`src/rtl/bp_fe_icache_arbiter.sv`:
```
// bp_fe_icache_arbiter: shares the FE I$ request port between demand fetches
// and a one-entry next-line prefetch buffer. Demand always wins with zero
// latency. A buffered prefetch goes out only in idle I$ cycles. It is dropped
// when it ages out, when it becomes redundant, and around redirects and fences.
//
// Ports:
//   clk_i, reset_i       clock, async active-high reset
//   demand_v_i/pkt_i     demand fetch packet {vaddr, op, spec}
//   demand_force_i       demand is a redirect/command fetch
//   demand_yumi_o        demand consumed by the I$
//   flush_i              redirect; drops the prefetch state
//   pf_v_i/pf_vaddr_i    prefetch address; pf_ready_o = buffer can accept
//   icache_v_o/pkt_o     request to the I$; icache_yumi_i = consumed
//   pf_issued_o          pulse when a prefetch is consumed
//   pf_dropped_o         pulse when a buffered prefetch is discarded
//
// Build option BP_FE_ICACHE_ARB_PREFETCH_EN: when defined, the prefetch buffer,
// its aging and the fence FSM are built. When undefined, the block is a plain
// demand passthrough and all prefetch outputs are tied low.

module bp_fe_icache_arbiter #(
    parameter int  vaddr_width_p        = 39,
    parameter int  icache_block_width_p = 512,
    parameter int  pf_timeout_p         = 15,
    localparam int icache_op_width_lp   = 2,
    localparam int icache_pkt_width_lp  = vaddr_width_p + icache_op_width_lp + 1
) (
    input  logic                           clk_i,
    input  logic                           reset_i,
    input  logic                           demand_v_i,
    input  logic [icache_pkt_width_lp-1:0] demand_pkt_i,
    input  logic                           demand_force_i,
    output logic                           demand_yumi_o,
    input  logic                           flush_i,
    input  logic                           pf_v_i,
    input  logic [vaddr_width_p-1:0]       pf_vaddr_i,
    output logic                           pf_ready_o,
    output logic                           icache_v_o,
    output logic [icache_pkt_width_lp-1:0] icache_pkt_o,
    input  logic                           icache_yumi_i,
    output logic                           pf_issued_o,
    output logic                           pf_dropped_o
);

`ifdef BP_FE_ICACHE_ARB_PREFETCH_EN

    localparam int offset_width_lp = $clog2(icache_block_width_p / 8);
    localparam int age_width_lp    = $clog2(pf_timeout_p + 1);

    localparam logic [vaddr_width_p-1:0] line_mask_lp =
        {vaddr_width_p{1'b1}} << offset_width_lp;
    localparam logic [age_width_lp-1:0] age_max_lp = age_width_lp'(pf_timeout_p);

    localparam logic [icache_op_width_lp-1:0] e_icache_fetch  = 2'd0;
    localparam logic [icache_op_width_lp-1:0] e_icache_fencei = 2'd1;

    typedef enum logic {
        e_run         = 1'b0,
        e_fence_block = 1'b1
    } state_e;

    state_e state_r, state_n;

    logic                      pf_v_r;
    logic [vaddr_width_p-1:0]  pf_line_r;
    logic [age_width_lp-1:0]   age_r;

    logic [vaddr_width_p-1:0]      demand_vaddr;
    logic [icache_op_width_lp-1:0] demand_op;
    logic demand_accept, pf_grant, pf_issue, pf_enq, pf_drop;
    logic fence_accept, redundant, aged;

    assign demand_vaddr = demand_pkt_i[icache_pkt_width_lp-1 -: vaddr_width_p];
    assign demand_op    = demand_pkt_i[1 +: icache_op_width_lp];

    assign demand_accept = demand_v_i & icache_yumi_i;
    assign pf_grant      = ~demand_v_i & pf_v_r & (state_r == e_run);
    assign pf_issue      = pf_grant & icache_yumi_i;

    assign fence_accept = demand_accept & (demand_op == e_icache_fencei)
                        & (state_r == e_run);
    assign redundant    = demand_accept
                        & ((demand_vaddr & line_mask_lp) == pf_line_r);
    assign aged         = (age_r == age_max_lp);

    // Issue wins over every drop cause, so the two pulses are exclusive.
    assign pf_drop = pf_v_r & ~pf_issue
                   & (flush_i | (demand_force_i & demand_v_i)
                      | redundant | aged | fence_accept);

    // Held low in reset so nothing is enqueued on the release edge.
    assign pf_ready_o = ~reset_i & ~pf_v_r & (state_r == e_run) & ~flush_i;
    assign pf_enq     = pf_v_i & pf_ready_o;

    assign pf_issued_o  = pf_issue;
    assign pf_dropped_o = pf_drop;

    always_ff @(posedge clk_i or posedge reset_i) begin
        if (reset_i) begin
            state_r <= e_run;
        end else begin
            state_r <= state_n;
        end
    end

    always_comb begin
        state_n = state_r;
        unique case (state_r)
            e_run: begin
                if (demand_accept && demand_op == e_icache_fencei)
                    state_n = e_fence_block;
            end
            e_fence_block: begin
                if (demand_accept && demand_op == e_icache_fetch)
                    state_n = e_run;
            end
            default: state_n = e_run;
        endcase
    end

    always_comb begin
        icache_v_o    = 1'b0;
        icache_pkt_o  = '0;
        demand_yumi_o = 1'b0;
        if (demand_v_i) begin
            icache_v_o    = 1'b1;
            icache_pkt_o  = demand_pkt_i;
            demand_yumi_o = icache_yumi_i;
        end else if (pf_grant) begin
            icache_v_o   = 1'b1;
            icache_pkt_o = {pf_line_r, e_icache_fetch, 1'b1};
        end
    end

    always_ff @(posedge clk_i or posedge reset_i) begin
        if (reset_i) begin
            pf_v_r    <= 1'b0;
            pf_line_r <= '0;
            age_r     <= '0;
        end else if (pf_enq) begin
            pf_v_r    <= 1'b1;
            pf_line_r <= pf_vaddr_i & line_mask_lp;
            age_r     <= '0;
        end else if (pf_issue || pf_drop) begin
            pf_v_r <= 1'b0;
        end else if (pf_v_r && !aged) begin
            age_r <= age_r + 1'b1;
        end
    end

`else

    logic unused_inputs;

    assign unused_inputs = ^{clk_i, reset_i, demand_force_i, flush_i,
                             pf_v_i, pf_vaddr_i}
                         | (pf_timeout_p == 0) | (icache_block_width_p == 0);

    assign icache_v_o    = demand_v_i;
    assign icache_pkt_o  = demand_v_i ? demand_pkt_i : '0;
    assign demand_yumi_o = demand_v_i & icache_yumi_i;
    assign pf_ready_o    = 1'b0;
    assign pf_issued_o   = 1'b0;
    assign pf_dropped_o  = 1'b0;

`endif

endmodule

```
`config.mk`:
```
export PLATFORM = sky130hd
export DESIGN_NAME = bp_fe_icache_arbiter
export DESIGN_NICKNAME = d
export VERILOG_FILES = /design/src/rtl/bp_fe_icache_arbiter.sv
export SDC_FILE = /design/constraint.sdc
export NUM_CORES = 1
export LEC_CHECK = 0
export ABC_AREA = 0
export BUFFER_PORTS_ARGS = -buffer_cell sky130_fd_sc_hd__buf_2
export CORE_MARGIN = 3
export CORE_UTILIZATION = 16
export DETAILED_ROUTE_END_ITERATION = 8
export PLACE_DENSITY = 0.8
export SETUP_SLACK_MARGIN = 0.3
export SYNTH_ARGS = -nofsm -noshare
export SYNTH_HDL_FRONTEND = slang
export SYNTH_SLANG_ARGS = --single-unit
```
`constraint.sdc`:
```
create_clock -name vclk -period 0.8
set_input_delay 0.12 -clock vclk [all_inputs]
set_output_delay 0.12 -clock vclk [all_outputs]
set_load 0.02 [all_outputs]
```
==> flow_summary.toml, run 1 <==
[run_status]
run_status = "finished, final reports clean"

[detailed_routing]
totalWireLength_microns = 2140
route.antenna.remaining_nets = 0
drc_errors = 0
drt-wirelength-per-cell_microns = 12.7
first_pass_iters = 4
via_per_inst = 3.75
first_iter_violations = 2
detailroute.via_count = 630

[final_layout]
ff_latch_area_sq_um = 0
final_core_util_pct = 63.2
n_diodes = 0
layout.cells.most_common_list = "sky130_fd_sc_hd__buf_6, sky130_fd_sc_hd__and2_4, sky130_fd_sc_hd__buf_2"
fill_cells = 189
area_growth_pct = 249
layout.cells.most_common = "sky130_fd_sc_hd__buf_6"
fraction_of_final_layout_cells_with_drive_strength_greater_than_1_pct = 97.9
fin_nets = 231
count_of_sequential_standard_cells = 0
final.clkbuf_count = 0

[timing]
finalCritPeriodShare_pct = 98.0
max_freq_mhz = 1280
hold_slack_ns = 0.543
finalMaxSlewViolations = 0
finalWorstPathRequiredPeriod_ns = 0.784
report.final.setup_viol = 0
finalHoldViolations = 0
unrepaired_setup_endpoints_after_global_routing = "yes"

[grt]
number_of_antenna_violations_at_the_first_check_in_global_routing = 0
remaining_global_route_overflow = 0
grt_pass1_wl_microns = 2820
grt_pass1_vias = 638
grt_start_max_net_pins = 13
grt_use_total_pct = 12.7

[floorplanning]
chipHeight_microns = 54.5
rows = 16
io_pins = 135
start_util_pct = 18.1
die_area_sq_um = 2970
core_region_area_sq_um = 2080
die-width_microns = 54.5

[flow_run]
max_cap_viol_count = 0

[placed_design]
post-dp-hpwl_microns = 1570
gp_congestion = 0.631
buffer_ports.inserted = 88

[setup_path]
cpPeakStageDelay_ns = 0.15
critical_path.max_fanout = 10
critPathArrivalTime_ns = 0.66
cp-startpoint = "demand_v_i"
critPathSlowestCell = "sky130_fd_sc_hd__and2_4"
worstPathCellList = "buf_12 > buf_16 > and2_4 > buf_6"
worst-setup-path-type = "in -> out"
worstPathBufferInverterCount = 3
critical_path_required_ns = 0.68
startpoint_type = "input pin"
worst_path_dominant_cell_family = "buffers and inverters"
crit_path_end_kind = "primary output"

[hold_path]
hold_path_class = "in -> out"
hold_path.startpoint = "demand_pkt_i[27]"

[yosys]
netlist_top_cells_area = "sky130_fd_sc_hd__and2_2, sky130_fd_sc_hd__buf_4, sky130_fd_sc_hd__clkbuf_2"
ys_seq_area_share_pct = 0
syn-instance-count = 52
yosys_warnings = 0
share_of_yosys_cell_area_claimed_by_the_top_area_cell_type_pct = 85.7
synth_area_per_cell_sq_um = 7.24
synth_largest_area_cell = "sky130_fd_sc_hd__and2_2"
synthesis.area_sq_um = 377
count_of_different_cell_masters_after_synthesis = 4

[power_and_ir_drop]
max-vdd-ir-drop_v = 0.000308
p_per_area_nw_per_um2 = 646
leakagePower_nw = 0.729

[clocking]
ctsHoldBuffers = 0
-- metrics by stage --
| step | setup TNS, ns | worst slack, ns | total power, mW | area (sq um) | instances |
|---|---|---|---|---|---|
| 2_1_floorplan | 0 | 0.228 | 0.369 | 460 | 54 |
| 3_3_place_gp | -1.04 | -0.0417 | 0.560 | 878 | 163 |
| 3_5_place_dp | -1.18 | -0.0474 | 0.567 | 878 | 163 |
| 4_1_cts | -0.00992 | -0.00262 | 0.816 | 1270 | 166 |
| 5_1_grt | 0 | 0.00301 | 0.898 | 1320 | 168 |
| 6_report | 0 | 0.0161 | 0.850 | 1320 | 168 |
-- timing repair --
item | in CTS | in global routing
pin swaps | 9 | 11
gates cloned | 3 | 1
gates resized for setup | 107 | 9
setup buffers | 0 | 1
endpoints found under the hold margin | 0 | 0
setup endpoints to repair | 44 | 44
-- cells in the mapped netlist, drive strengths merged --
| master | instances |
|---|---|
| clkbuf | 4 |
| conb | 1 |
| and2 | 43 |
| buf | 4 |
-- where the power goes --
| part | internal, mW | total, mW | switching (mW) |
|---|---|---|---|
| clock | 0 | 0 | 0 |
| combinational | 0.511 | 0.850 | 0.338 |
| sequential | 0 | 0 | 0 |
| total | 0.511 | 0.850 | 0.338 |
-- cells by family after synthesis --
logic type	share of synthesized area [%]
other cells	0.996
buf+inv	13.3
simple gates	85.7
-- cell type report --
class	count	area (sq um)	area share, %
well taps	27	33.8	2.57
multi-input cells	46	388	29.5
repair buffers	95	893	67.9
-- worst paths after layout --
kind / end / depth (start not counted) / slack [ns]
max: icache_pkt_o[12] / 4 / 0.02
min: icache_pkt_o[27] / 3 / 0.54
-- metal layers --
layer	track usage, %	vias up	share of wire, %
li1	-	326	-
met4	0	0	0
met5	0	-	0
met1	13.6	268	30
met3	0.817	0	9.2
met2	27.7	36	60
No activity file was read; power rests on OpenSTA's default activity.
==> run 2, diff against run 1 <==
Settings changed: CORE_AREA set to 2 2 52 54, CORE_MARGIN 3 to not set, CORE_UTILIZATION 16 to not set, DIE_AREA set to 0 0 54 56, PLACE_DENSITY 0.8 to 0.77.
==> flow_summary.toml, run 2 (same netlist as run 1, synthesis figures left out) <==
[power_and_ir_drop]
leakagePower_nw = 0.738
report.power.total_mw = 0.861
p_per_area_nw_per_um2 = 642
max-vdd-ir-drop_v = 0.000309

[timing]
unrepaired_setup_endpoints_after_global_routing = "yes"
final_critical_path_setup_slack_ns = 0.00519
finalWorstPathRequiredPeriod_ns = 0.795
max_freq_mhz = 1260
report.final.setup_viol = 0
finalCritPeriodShare_pct = 99.4
finalHoldViolations = 0
finalMaxSlewViolations = 0

[setup_path]
cpPeakStageDelay_ns = 0.16
critical_path.max_fanout = 7
critPathArrivalTime_ns = 0.67
critPathSlowestCell = "sky130_fd_sc_hd__clkbuf_16"
critical_path_required_ns = 0.68
worst-setup-path-type = "in -> out"
startpoint_type = "input pin"
worstPathBufferInverterCount = 3
crit_path_end_kind = "primary output"
worst_path_dominant_cell_family = "buffers and inverters"
worstPathCellList = "buf_16 > clkbuf_16 > and2_4 > buf_6"

[floorplanning]
start_util_pct = 15.5
die-width_microns = 54
chipHeight_microns = 56
rows = 18
io_pins = 135
die_area_sq_um = 3020
core_region_area_sq_um = 2430

[clocking]
ctsHoldBuffers = 0
post-cts-setup-buffers = 0

[final_layout]
ff_latch_area_sq_um = 0
fraction_of_final_layout_cells_with_drive_strength_greater_than_1_pct = 97.9
fin_nets = 231
count_of_sequential_standard_cells = 0
n_diodes = 0
finished_layout_cell_area_sq_um = 1340
area_growth_pct = 256
layout.cells.most_common_list = "sky130_fd_sc_hd__and2_4, sky130_fd_sc_hd__buf_2, sky130_fd_sc_hd__buf_6"
final.clkbuf_count = 0
final_core_util_pct = 55.1
fin_cells = 171

[detailed_routing]
first_iter_violations = 3
detailroute.via_count = 679
via_per_inst = 3.97
drt-wirelength-per-cell_microns = 12.3
totalWireLength_microns = 2110
route.antenna.remaining_nets = 0
drc_errors = 0
first_pass_iters = 2

[run_status]
run_status = "finished, final reports clean"

[flow_run]
max_cap_viol_count = 0

[grt]
grt_pass1_vias = 691
remaining_global_route_overflow = 0
grt_pass1_wl_microns = 2960
number_of_antenna_violations_at_the_first_check_in_global_routing = 0
grt_start_max_net_pins = 13
grt_use_total_pct = 12.8

[placed_design]
gp_congestion = 0.674
place_worst_setup_slack_ns = -0.0472
dpl_cell_area_sq_um = 882
numPlacedInstances = 166
buffer_ports.inserted = 88

[hold_path]
hold_path_class = "in -> out"
run 2: cell types whose count changed in the layout (fill, tap and decap cells not counted):
| cell | previous run | this run |
|---|---|---|
| sky130_fd_sc_hd__buf_12 | 3 | 2 |
| sky130_fd_sc_hd__clkbuf_16 | 1 | 2 |
| sky130_fd_sc_hd__buf_6 | 44 | 43 |
| sky130_fd_sc_hd__buf_16 | 3 | 4 |
run 2: repair_timing:
action	CTS	global route
gates resized for setup	98	18
gates cloned	3	2
endpoints found under the hold margin	0	0
pin swaps	0	4
endpoints found under the setup margin	44	44
run 2: stage by stage:
step | hold slack [ns] | TNS [ns]
6_report | 0.540 | 0
5_1_grt | 0.547 | -0.0642
4_1_cts | 0.542 | -0.0268
3_5_place_dp | 0.574 | -1.21
3_3_place_gp | 0.572 | -1.07
2_1_floorplan | 0.353 | 0
run 2: where the power goes:
group	switching [mW]	internal [mW]	total (mW)	leakage [nW]
registers	0	0	0	0
logic	0.340	0.521	0.861	0.738
clock network	0	0	0	0
total	0.340	0.521	0.861	0.738
run 2: metal layers:
layer | track usage (%) | vias to the layer above | share of wire, %
li1 | - | 327 | -
met1 | 10.7 | 305 | 31
met2 | 28.0 | 45 | 58
met3 | 2.15 | 2 | 10
met4 | 2.14 | 0 | 0.47
met5 | 0 | - | 0
run 2: area by class of cell:
cell class,count,area [sq um]
fillers,203,1090
multi-input cells,46,388
well taps,30,37.5
repair buffers,95,915
run 2: worst paths after layout:
kind	startpoint	to	cells past startpoint
worst min-delay path	demand_pkt_i[9]	icache_pkt_o[9]	3
worst max-delay path	demand_v_i	icache_pkt_o[16]	4
